## src/rtl/fire_pkg.sv

```systemverilog
// Shared types and constants for the fireball pool: channel states,
// USB key codes and the visible screen width.
package fire_pkg;

  typedef enum logic [1:0] {
    IDLE  = 2'd0,
    ARMED = 2'd1,
    MOVE  = 2'd2
  } fire_state_e;

  localparam logic [7:0] KEY_LEFT  = 8'h04;
  localparam logic [7:0] KEY_RIGHT = 8'h07;
  localparam logic [7:0] KEY_CLEAR = 8'h2C;

  localparam logic [9:0] SCREEN_W = 10'd640;

  // True when any of the four keycode bytes matches the given key.
  function automatic logic key_held(input logic [31:0] codes, input logic [7:0] key);
    logic found;
    found = 1'b0;
    for (int b = 0; b < 4; b++) begin
      if (codes[8*b +: 8] == key) found = 1'b1;
    end
    return found;
  endfunction

endpackage

```

## src/rtl/fire_channel.sv

```systemverilog
// One fireball: IDLE/ARMED/MOVE state machine with homing, scroll
// compensation, despawn and hit detection, all advanced on tick cycles.
module fire_channel
  import fire_pkg::*;
#(
  parameter int STEP   = 2,
  parameter int SCROLL = 8,
  parameter int HOME_X = 340,
  parameter int HOME_Y = 320
) (
  input  logic       clk_i,
  input  logic       reset_i,
  input  logic       clear_i,
  input  logic       tick_i,
  input  logic       arm_i,
  input  logic       left_i,
  input  logic       right_i,
  input  logic [9:0] mario_x_i,
  input  logic [9:0] mario_y_i,
  input  logic [9:0] mario_sx_i,
  output logic       idle_o,
  output logic       active_o,
  output logic       hit_o,
  output logic [9:0] x_o,
  output logic [9:0] y_o
);

  localparam logic [9:0] STEP_V   = 10'(STEP);
  localparam logic [9:0] SCROLL_V = 10'(SCROLL);

  fire_state_e state_q, state_d;
  logic [9:0]  x_q, x_d, y_q, y_d;
  logic [9:0]  marioRight, yAhead, xNew, yNew;
  logic        behind, despawn, hitCond;

  // Candidate motion for this tick, from pre-update position (10-bit wrap).
  always_comb begin
    marioRight = mario_x_i + mario_sx_i;
    yAhead     = y_q + STEP_V;
    behind     = (marioRight <= (x_q - STEP_V));
    xNew       = x_q;
    if (behind) xNew = xNew - STEP_V;
    if (right_i) xNew = xNew - SCROLL_V;
    else if (left_i) xNew = xNew + SCROLL_V;
    if (mario_y_i > yAhead) yNew = y_q + STEP_V;
    else if (mario_y_i < yAhead) yNew = y_q - STEP_V;
    else yNew = y_q;
    despawn = (xNew >= SCREEN_W);
    hitCond = !behind && (mario_y_i == yAhead);
  end

  always_comb begin
    state_d = state_q;
    x_d     = x_q;
    y_d     = y_q;
    hit_o   = 1'b0;
    if (clear_i) begin
      state_d = IDLE;
      x_d     = 10'(HOME_X);
      y_d     = 10'(HOME_Y);
    end else if (tick_i) begin
      case (state_q)
        IDLE:  if (arm_i) state_d = ARMED;
        ARMED: state_d = MOVE;
        MOVE: begin
          if (despawn || hitCond) begin
            state_d = IDLE;
            x_d     = 10'(HOME_X);
            y_d     = 10'(HOME_Y);
            hit_o   = !despawn;
          end else begin
            x_d = xNew;
            y_d = yNew;
          end
        end
        default: state_d = IDLE;
      endcase
    end
  end

  always_ff @(posedge clk_i) begin
    if (reset_i) begin
      state_q <= IDLE;
      x_q     <= 10'(HOME_X);
      y_q     <= 10'(HOME_Y);
    end else begin
      state_q <= state_d;
      x_q     <= x_d;
      y_q     <= y_d;
    end
  end

  assign idle_o   = (state_q == IDLE);
  assign active_o = (state_q == ARMED) || (state_q == MOVE);
  assign x_o      = x_q;
  assign y_o      = y_q;

endmodule

```

## src/rtl/fire_pool.sv

```systemverilog
// Fireball pool top: tick divider, spawn arbiter with cooldown, penalty
// accumulator and the per-pixel render priority mux over all channels.
module fire_pool
  import fire_pkg::*;
#(
  parameter int N_FIRE      = 4,
  parameter int TICK_DIV    = 3_000_000,
  parameter int STEP        = 2,
  parameter int SCROLL      = 8,
  parameter int SPAWN_LO    = 292,
  parameter int SPAWN_HI    = 360,
  parameter int SPAWN_GAP   = 6,
  parameter int HOME_X      = 340,
  parameter int HOME_Y      = 320,
  parameter int SIZE_X      = 48,
  parameter int SIZE_Y      = 16,
  parameter int SCALE_SH    = 1,
  parameter int ROM_BASE_X  = 112,
  parameter int ROM_BASE_Y  = 99,
  parameter int ROM_STRIDE  = 188,
  parameter int HIT_PENALTY = 10
) (
  input  logic              Clk,
  input  logic              Reset,
  input  logic [31:0]       keycode,
  input  logic [8:0]        BG_step,
  input  logic [9:0]        DrawX,
  input  logic [9:0]        DrawY,
  input  logic [9:0]        MarioX,
  input  logic [9:0]        MarioY,
  input  logic [9:0]        MarioS_X,
  output logic              is_fire,
  output logic [18:0]       fire_rom_addr,
  output logic [N_FIRE-1:0] active_mask,
  output logic              fire_hit,
  output logic [8:0]        dead_times
);

  localparam int CW  = (TICK_DIV > 1) ? $clog2(TICK_DIV) : 1;
  localparam int CDW = $clog2(SPAWN_GAP + 2);

  logic [CW-1:0]     cnt_q, cnt_d;
  logic [CDW-1:0]    cool_q, cool_d;
  logic [8:0]        dead_q, dead_d;
  logic              hit_q, hit_d;
  logic              tick, clear, left, right, inWindow, spawnOk, found;
  logic [N_FIRE-1:0] idleVec, activeVec, hitVec, armVec;
  logic [9:0]        chX [N_FIRE];
  logic [9:0]        chY [N_FIRE];
  logic [3:0]        hitCount;
  logic [11:0]       penaltySum;

  assign tick     = (cnt_q == CW'(TICK_DIV - 1));
  assign cnt_d    = tick ? '0 : cnt_q + 1'b1;
  assign clear    = key_held(keycode, KEY_CLEAR);
  assign left     = key_held(keycode, KEY_LEFT);
  assign right    = key_held(keycode, KEY_RIGHT);
  assign inWindow = (BG_step > 9'(SPAWN_LO)) && (BG_step < 9'(SPAWN_HI));
  assign spawnOk  = tick && !clear && inWindow && (cool_q == '0);

  for (genvar g = 0; g < N_FIRE; g++) begin : g_ch
    fire_channel #(
      .STEP(STEP), .SCROLL(SCROLL), .HOME_X(HOME_X), .HOME_Y(HOME_Y)
    ) u_ch (
      .clk_i(Clk), .reset_i(Reset), .clear_i(clear), .tick_i(tick),
      .arm_i(armVec[g] && spawnOk), .left_i(left), .right_i(right),
      .mario_x_i(MarioX), .mario_y_i(MarioY), .mario_sx_i(MarioS_X),
      .idle_o(idleVec[g]), .active_o(activeVec[g]), .hit_o(hitVec[g]),
      .x_o(chX[g]), .y_o(chY[g])
    );
  end

  // Lowest-index idle channel is the spawn candidate; busy pool leaves cooldown alone.
  always_comb begin
    armVec = '0;
    found  = 1'b0;
    for (int i = 0; i < N_FIRE; i++) begin
      if (idleVec[i] && !found) begin
        armVec[i] = 1'b1;
        found     = 1'b1;
      end
    end
    cool_d = cool_q;
    if (clear) cool_d = '0;
    else if (spawnOk && found) cool_d = CDW'(SPAWN_GAP);
    else if (tick && (cool_q != '0)) cool_d = cool_q - 1'b1;
  end

  always_comb begin
    hitCount = '0;
    for (int i = 0; i < N_FIRE; i++) hitCount = hitCount + {3'b0, hitVec[i]};
    penaltySum = {3'b0, dead_q} + 12'(hitCount) * 12'(HIT_PENALTY);
    dead_d     = dead_q;
    hit_d      = 1'b0;
    if (clear) dead_d = '0;
    else if (|hitVec) begin
      dead_d = (penaltySum > 12'd511) ? 9'd511 : penaltySum[8:0];
      hit_d  = 1'b1;
    end
  end

  always_ff @(posedge Clk) begin
    if (Reset) begin
      cnt_q  <= '0;
      cool_q <= '0;
      dead_q <= '0;
      hit_q  <= 1'b0;
    end else begin
      cnt_q  <= cnt_d;
      cool_q <= cool_d;
      dead_q <= dead_d;
      hit_q  <= hit_d;
    end
  end

  logic [9:0]  relX, relY;
  logic [18:0] colTerm, rowTerm;

  // Render mux: first covering channel in index order owns the pixel.
  always_comb begin
    is_fire = 1'b0;
    relX    = '0;
    relY    = '0;
    for (int i = 0; i < N_FIRE; i++) begin
      if (!is_fire && activeVec[i] &&
          ({1'b0, DrawX} >= {1'b0, chX[i]}) && ({1'b0, DrawX} < {1'b0, chX[i]} + 11'(SIZE_X)) &&
          ({1'b0, DrawY} >= {1'b0, chY[i]}) && ({1'b0, DrawY} < {1'b0, chY[i]} + 11'(SIZE_Y))) begin
        is_fire = 1'b1;
        relX    = DrawX - chX[i];
        relY    = DrawY - chY[i];
      end
    end
    colTerm       = 19'(relX >> SCALE_SH) + 19'(ROM_BASE_X);
    rowTerm       = (19'(relY >> SCALE_SH) + 19'(ROM_BASE_Y)) * 19'(ROM_STRIDE);
    fire_rom_addr = is_fire ? (colTerm + rowTerm) : '0;
  end

  assign active_mask = activeVec;
  assign fire_hit    = hit_q;
  assign dead_times  = dead_q;

endmodule

```

## config.mk

```make
export PLATFORM = sky130hd
export DESIGN_NAME = fire_pool
export DESIGN_NICKNAME = d
export VERILOG_FILES = /design/src/rtl/fire_pkg.sv /design/src/rtl/fire_channel.sv /design/src/rtl/fire_pool.sv
export SDC_FILE = /design/constraint.sdc
export NUM_CORES = 1
export LEC_CHECK = 0
export BUFFER_PORTS_ARGS = -buffer_cell sky130_fd_sc_hd__buf_2
export CORE_MARGIN = 3
export CORE_UTILIZATION = 64
export DETAILED_ROUTE_END_ITERATION = 16
export PLACE_DENSITY = 0.81
export SYNTH_ARGS = -nofsm -noshare
export SYNTH_HDL_FRONTEND = slang
export SYNTH_SLANG_ARGS = --single-unit
```

## constraint.sdc

```tcl
create_clock -name Clk -period 11.75 [get_ports Clk]
set_clock_uncertainty 0.05 [all_clocks]
set_input_delay 1.175 -clock Clk [delete_from_list [all_inputs] [get_ports Clk]]
set_output_delay 1.175 -clock Clk [all_outputs]
set_load 0.05 [all_outputs]
```

==> metrics.yaml, run 1 <==
synth_cell_types: 116
fin_area_um2: 20600
final_nets: 2963
clkSinkCount: 115
antenna_found_initial: 1
routabilityCongestion: 1.02
power.net_switching_uw: 463
reg2reg_slack_ns: 2.88
pre_cts_ws_ns: 0.505
drt-pass1-iter-count: 10
p_leak_nw: 8.80
htreeDepth: 4
final_common_cell: "ha_1"
status: "finished clean"
cp_data_required_time_ns: 10.53
setup_viol: 0
synth_edf_count: 0
drv_slew: 0
worst_pin_slew_ns: 1.07
hp-class: "reg2reg"
fillers: 2445
dp.cells: 2891
ys_seq_area_share_pct: 12.1
peakVddDrop_v: 0.000107
fin_setup_tns_ns: 0
die_h_um: 178
row_count: 62
finalNonFillerCells: 2924
fmax_mhz: 90.2
synthesis.area_um2: 19000
power_frac_seq_pct: 30.3
drc: 0
core_um2: 29000
grt_max_degree: 38
diodes: 0
io_pins: 127
async_reset_ff_share_pct: 0
whs_ns: 0.415
die_w_um: 178
finalHoldViolCount: 0
clkTransAtPathRegs_ns: 0.07
track_usage_pct: 35.5
p_total_mw: 1.30
fin_crit_ns: 11.09
ant_nets: 0
overflow: 0
fin_util_pct: 71.0
holdBufCountCts: 0
synth_seq_cells: 115
max_stage_delay_ns: 0.59
netlist_instances: 2431
drive_gt1_share_pct: 10.6
clk_latency_ns: 0.44
swShare_pct: 35.7
die_area_um2: 31800
start_kind: "flip-flop"
io_buffers: 126
worstSetupPathType: "reg2out"
yosys_most_used_dff: "dfxtp_1"
path_max_fanout: 11
drv_cap: 0
crit_slowest_cell: "fa_1"
viasPerCell: 6.48
grt_pass1_vias: 18400
ys_warn_count: 0
cts_tree: "yes"
syn_to_final_growth_pct: 8.19
initial_core_util_pct: 65.6
cts_root_buf: "clkbuf_16"
vias: 19000
grt_first_pass_wirelength_mm: 91.5
combPwrFrac_pct: 28.3
arrival_ns: 9.86
avgSynthCellArea_um2: 7.83
hpwl_mm: 46.0
crit_top_cell: "ha_1"
intPower_uw: 834
clockBufferDepth: 2
place_area_um2: 20000
period_share_pct: 94.4
power.density_nw_per_um2: 63.0
final_cell_mix: "ha_1, inv_1, xnor2_1"
cts_buffers: 17
pwr-share-clk_pct: 41.4
wl_mm: 57.4
dr.first_iter.drc_count: 1703
relSlewSlack_pct: 28.1
finalWorstSetupSlack_ns: 0.662
cp-end-kind: "output port"
post_drt_wl_per_cell_um: 19.6
[cell families after synthesis]
logic type | share of synthesized area, %
XOR/XNOR | 12.4
flip-flops | 12.1
multiplexers | 1.61
other | 0.0197
AO/OA/AOI/OAI | 23.8
AND/OR/NAND/NOR | 20.4
buffers and inverters | 5.91
adder cells (fa/ha/maj) | 23.8
[power by group through the flow]
| stage | logic [mW] | registers (mW) | clock network, mW |
|---|---|---|---|
| detailed placement | 0.355 | 0.401 | 0 |
| finish | 0.367 | 0.393 | 0.538 |
| floorplan | 0.250 | 0.401 | 0 |
| CTS | 0.358 | 0.393 | 0.540 |
| global placement | 0.344 | 0.401 | 0 |
| global route | 0.400 | 0.393 | 0.556 |
[cell usage after synthesis, drive strengths merged, types with 10 or more instances]
library cell  count  area share (%)
a22oi            10            0.42
mux2i            25             1.3
inv             220             4.3
ha              312              21
or3              25            0.82
o221ai           10            0.49
a211oi           29             1.3
and3             25            0.85
xnor2           205             9.6
buf              21            0.60
a311oi           10            0.46
dfxtp           115              12
o211ai           35             1.5
nor2            190             3.8
clkbuf           46            0.91
o22ai            11            0.36
nor4b            10            0.70
nand2           134             2.7
fa               31             3.3
o21bai           19            0.75
o21a             36             1.4
xor2             60             2.8
a2111oi          12            0.82
nand4            47             1.6
a21o             69             2.7
nor3             76             2.1
a31oi            19            0.62
nand2b           19            0.62
o21ai           126             3.4
nor4             17            0.78
nand3b           15            0.59
a211o            14            0.64
and2             29            0.97
nor2b            15            0.49
nand3            83             2.2
a21oi           159             4.3
[final timing paths]
kind,start,cells past startpoint,to
min,cnt_q[0],1,cnt_q[0]
min reg2reg,cnt_q[0],1,cnt_q[0]
max reg2reg,g_ch[3].u_ch.x_o[1],33,dead_times[8]
max,g_ch[1].u_ch.x_o[4],41,fire_rom_addr[17]
[metal layers]
metal,global-route usage [%],wire (um),part of all wire (%),up-vias
met3,6.60,4520,7.9,174
met2,59.8,26600,46,769
met1,44.0,23700,41,8990
li1,-,-,-,9024
met5,0,10,0.017,-
met4,16.0,2630,4.6,2
[area by class of cell]
| type | instances | area [um^2] | share of cell area (%) |
|---|---|---|---|
| sequential | 115 | 2300 | 11.2 |
| clock buffer | 19 | 443 | 2.15 |
| clock inverter | 13 | 139 | 0.675 |
| multi-input combinational | 2033 | 15700 | 76.1 |
| inverter | 223 | 845 | 4.10 |
| tap | 384 | 480 | 2.33 |
| timing repair buffer | 137 | 716 | 3.48 |
[sequential cells by signal, summed over array words and instances, names as in the netlist]
name	count
g_ch.u_ch.state_q	8
cool_q	3
cnt_q	22
g_ch.u_ch.x_o	36
g_ch.u_ch.y_o	36
dead_times	9
fire_hit	1
[repair_timing]
item	in CTS	in global routing
gates resized for setup	0	9
hold endpoints to repair	0	0
endpoints found under the setup margin	0	8
buffers inserted	0	1
[critical path, delay by kind of cell, from the launching register on]
family	cells	cell delay, ns
xor+xnor	3	0.48
buf+inv	9	1.07
compound gates	13	2.89
flops	1	0.49
fa+ha+maj	9	3.03
simple gates	7	1.46
Note: power is estimated with default switching activity, not from simulation.
==> run 2, diff against run 1 <==
ABC_AREA = 1   (was default)
GPL_ROUTABILITY_DRIVEN = 0   (was default)
GPL_TIMING_DRIVEN = 0   (was default)
==> metrics.yaml, run 2 <==
yosys-top-cells-count: "nand2_1, inv_1, nor2_1, ha_1, a21oi_1"
initial_core_util_pct: 65.2  # -0.41 points
overflow: 0  # unchanged
io_pins: 127  # unchanged
worstSetupPathType: "reg2out"
reg2reg_depth: 44  # +33%
cp_data_required_time_ns: 10.53  # about the same
drive_gt1_share_pct: 9.37  # -1.2 points
yosysTopAreaCellShare_pct: 20.1  # -0.41 points
hpwl_mm: 47.7  # +3.6%
diodes: 0  # unchanged
row_count: 63  # +1.6%
dp.cells: 3550  # +23%
ant_nets: 0  # unchanged
fin_setup_tns_ns: 0  # unchanged
crit_top_cell: "inv_1"
clk_latency_ns: 0.43  # about the same
final_nets: 3615  # +22%
reg2reg_slack_ns: 4.05  # +1.17 ns
synth_seq_cells: 115  # unchanged
die_h_um: 180  # +0.99%
viasPerCell: 5.84  # -10%
cp-end-kind: "output port"
final_common_cell: "nand2_1"
rr_startpoint: "g_ch[1].u_ch.x_o[1]"
r2r_end: "dead_times[6]"
htreeDepth: 4  # unchanged
p_total_mw: 1.45  # +11%
finalWorstSetupSlack_ns: 0.842  # +0.180 ns
fmax_mhz: 91.7  # +1.6%
min_to: "cnt_q[0]"
synth_area_leaders: "ha_1, nand2_1, dfxtp_1"
core_um2: 29800  # +2.7%
whs_path_depth: 1  # unchanged
final_cell_mix: "nand2_1, inv_1, nor2_1"
min_from: "cnt_q[0]"
pre_cts_ws_ns: 0.714  # +0.209 ns
drv_slew: 0  # unchanged
drc: 0  # unchanged
clkSinkCount: 115  # unchanged
place_area_um2: 20600  # +3.0%
setup_viol: 0  # unchanged
finalHoldViolCount: 0  # unchanged
clockBufferDepth: 2  # unchanged
post_drt_wl_per_cell_um: 16.3  # -17%
regArea_um2: 2300  # -0.11%
avgSynthCellArea_um2: 6.42  # -18%
die_area_um2: 32500  # +2.0%
multiInputGateArea_um2: 15100  # -3.5%
max_stage_delay_ns: 0.55  # -0.04 ns
die_w_um: 180  # +0.99%
async_reset_ff_share_pct: 0  # unchanged
synth.largest_area_cell: "ha_1"
syn_to_final_growth_pct: 9.39
grt_max_degree: 17  # -55%
yosysMostFrequentCell: "nand2_1"
start_kind: "flip-flop"
drv_cap: 0  # unchanged
vias: 20900  # +10%
netlist_instances: 3027  # +25%
power.density_nw_per_um2: 68.1  # +8.0%
synthesis.area_um2: 19400  # +2.1%
wl_mm: 58.3  # +1.5%
track_usage_pct: 34.6  # -0.92 points
rsz0062_at_grt: "no"
cts_root_buf: "clkbuf_16"
p_leak_nw: 10.8  # +22%
fin_util_pct: 71.3  # +0.34 points
cts_tree: "yes"
yosys_most_used_dff: "dfxtp_1"
holdBufCountCts: 0  # unchanged
status: "finished clean"
fin_area_um2: 21200  # +3.2%
cts_buffers: 17  # unchanged
synth_cell_types: 71  # -39%
dr.first_iter.drc_count: 2226  # +31%
clkTransAtPathRegs_ns: 0.05  # -0.02 ns
relSlewSlack_pct: 23.7  # -4.3 points
path_max_fanout: 10  # -1
synth_edf_count: 0  # unchanged
peakVddDrop_v: 0.000123  # +15%
antenna_found_initial: 0  # -1
grt_first_pass_wirelength_mm: 93.7  # +2.5%
whs_ns: 0.413  # -0.00252 ns
arrival_ns: 9.68  # -0.18 ns
ys_seq_area_share_pct: 11.9  # -0.24 points
hp-class: "reg2reg"
finalNonFillerCells: 3582  # +23%
crit_slowest_cell: "fa_1"
fillers: 2608  # +6.7%
ys_warn_count: 0  # unchanged
period_share_pct: 92.8  # -1.5 points
io_buffers: 126  # unchanged
fin_crit_ns: 10.91  # -0.180 ns
grt_pass1_vias: 19600  # +6.3%
worst_pin_slew_ns: 1.14  # +0.0660 ns
drt-pass1-iter-count: 7  # -3
==> run 2: cell types whose count changed in the layout (fill, tap and decap cells not counted), moves of 24 or more <==
cell	before	now
a21o_1	68	10
inv_1	214	449
nor2_1	187	335
nand2_1	132	628
and2_1	26	2
nand3_1	81	165
o21ai_0	109	163
xnor2_1	202	30
a21oi_1	154	201
xor2_1	59	136
==> run 2: cell type report <==
class	count	area share, %
plain buffers	45	1.23
clock buffers	21	2.21
clock inverters	11	0.936
inverters	470	8.35
multi-input cells	2404	71.2
flip-flops and latches	115	10.8
well taps	390	2.30
repair buffers	126	2.97
==> run 2: cells by family (layout without fill, tap and decap cells) <==
kind of cell	Yosys count	after routing	share of synthesized area (%)
flip-flops	115	115	11.9
adder cells (fa/ha/maj)	343	343	23.3
AND/OR/NAND/NOR	1370	1370	31.4
buffers and inverters	515	673	10.5
AO/OA/AOI/OAI	512	512	15.2
multiplexers	4	4	0.219
XOR/XNOR	167	167	7.53
other	1	8	0.0193
==> run 2: worst max-delay path by stage <==
stage,start,endpoint,slack [ns],depth (start not counted)
3_5_place_dp,DrawX[4],fire_rom_addr[18],0.71,45
4_1_cts,g_ch[1].u_ch.x_o[4],fire_rom_addr[18],0.60,48
3_3_place_gp,DrawX[4],fire_rom_addr[18],0.91,45
6_report,g_ch[2].u_ch.x_o[4],fire_rom_addr[18],0.84,50
2_1_floorplan,DrawY[5],fire_rom_addr[18],1.73,43
5_1_grt,g_ch[2].u_ch.x_o[4],fire_rom_addr[18],0.20,50
==> run 2: routing by layer <==
metal | GRT usage (%) | share of wire (%) | wire, um | up-vias
met1 | 43.4 | 41 | 23900 | 9429
li1 | - | - | - | 10300
met5 | 0 | 0 | 0 | -
met3 | 6.78 | 9.4 | 5480 | 201
met4 | 15.3 | 4.9 | 2850 | 0
met2 | 57.7 | 45 | 26100 | 991
==> run 2: worst max-delay path, delay by kind of cell, from the launching register on <==
kind,cells,cell delay (ns)
XOR/XNOR,1,0.29
buffers and inverters,14,1.53
AO/OA/AOI/OAI,7,1.09
adder cells (fa/ha/maj),9,3.16
flip-flops,1,0.49
AND/OR/NAND/NOR,19,2.69
==> run 2: repair_timing <==
| item | 4_1_cts | 5_1_grt |
|---|---|---|
| endpoints found under the setup margin | 0 | 2 |
| hold endpoints to repair | 0 | 0 |
| buffers inserted | 0 | 0 |
| gates resized for setup | 0 | 2 |
==> run 2: power breakdown <==
| group | internal (mW) | switching, mW |
|---|---|---|
| combinational | 0.156 | 0.305 |
| sequential | 0.391 | 0.000748 |
| clock | 0.394 | 0.199 |
| total | 0.941 | 0.505 |
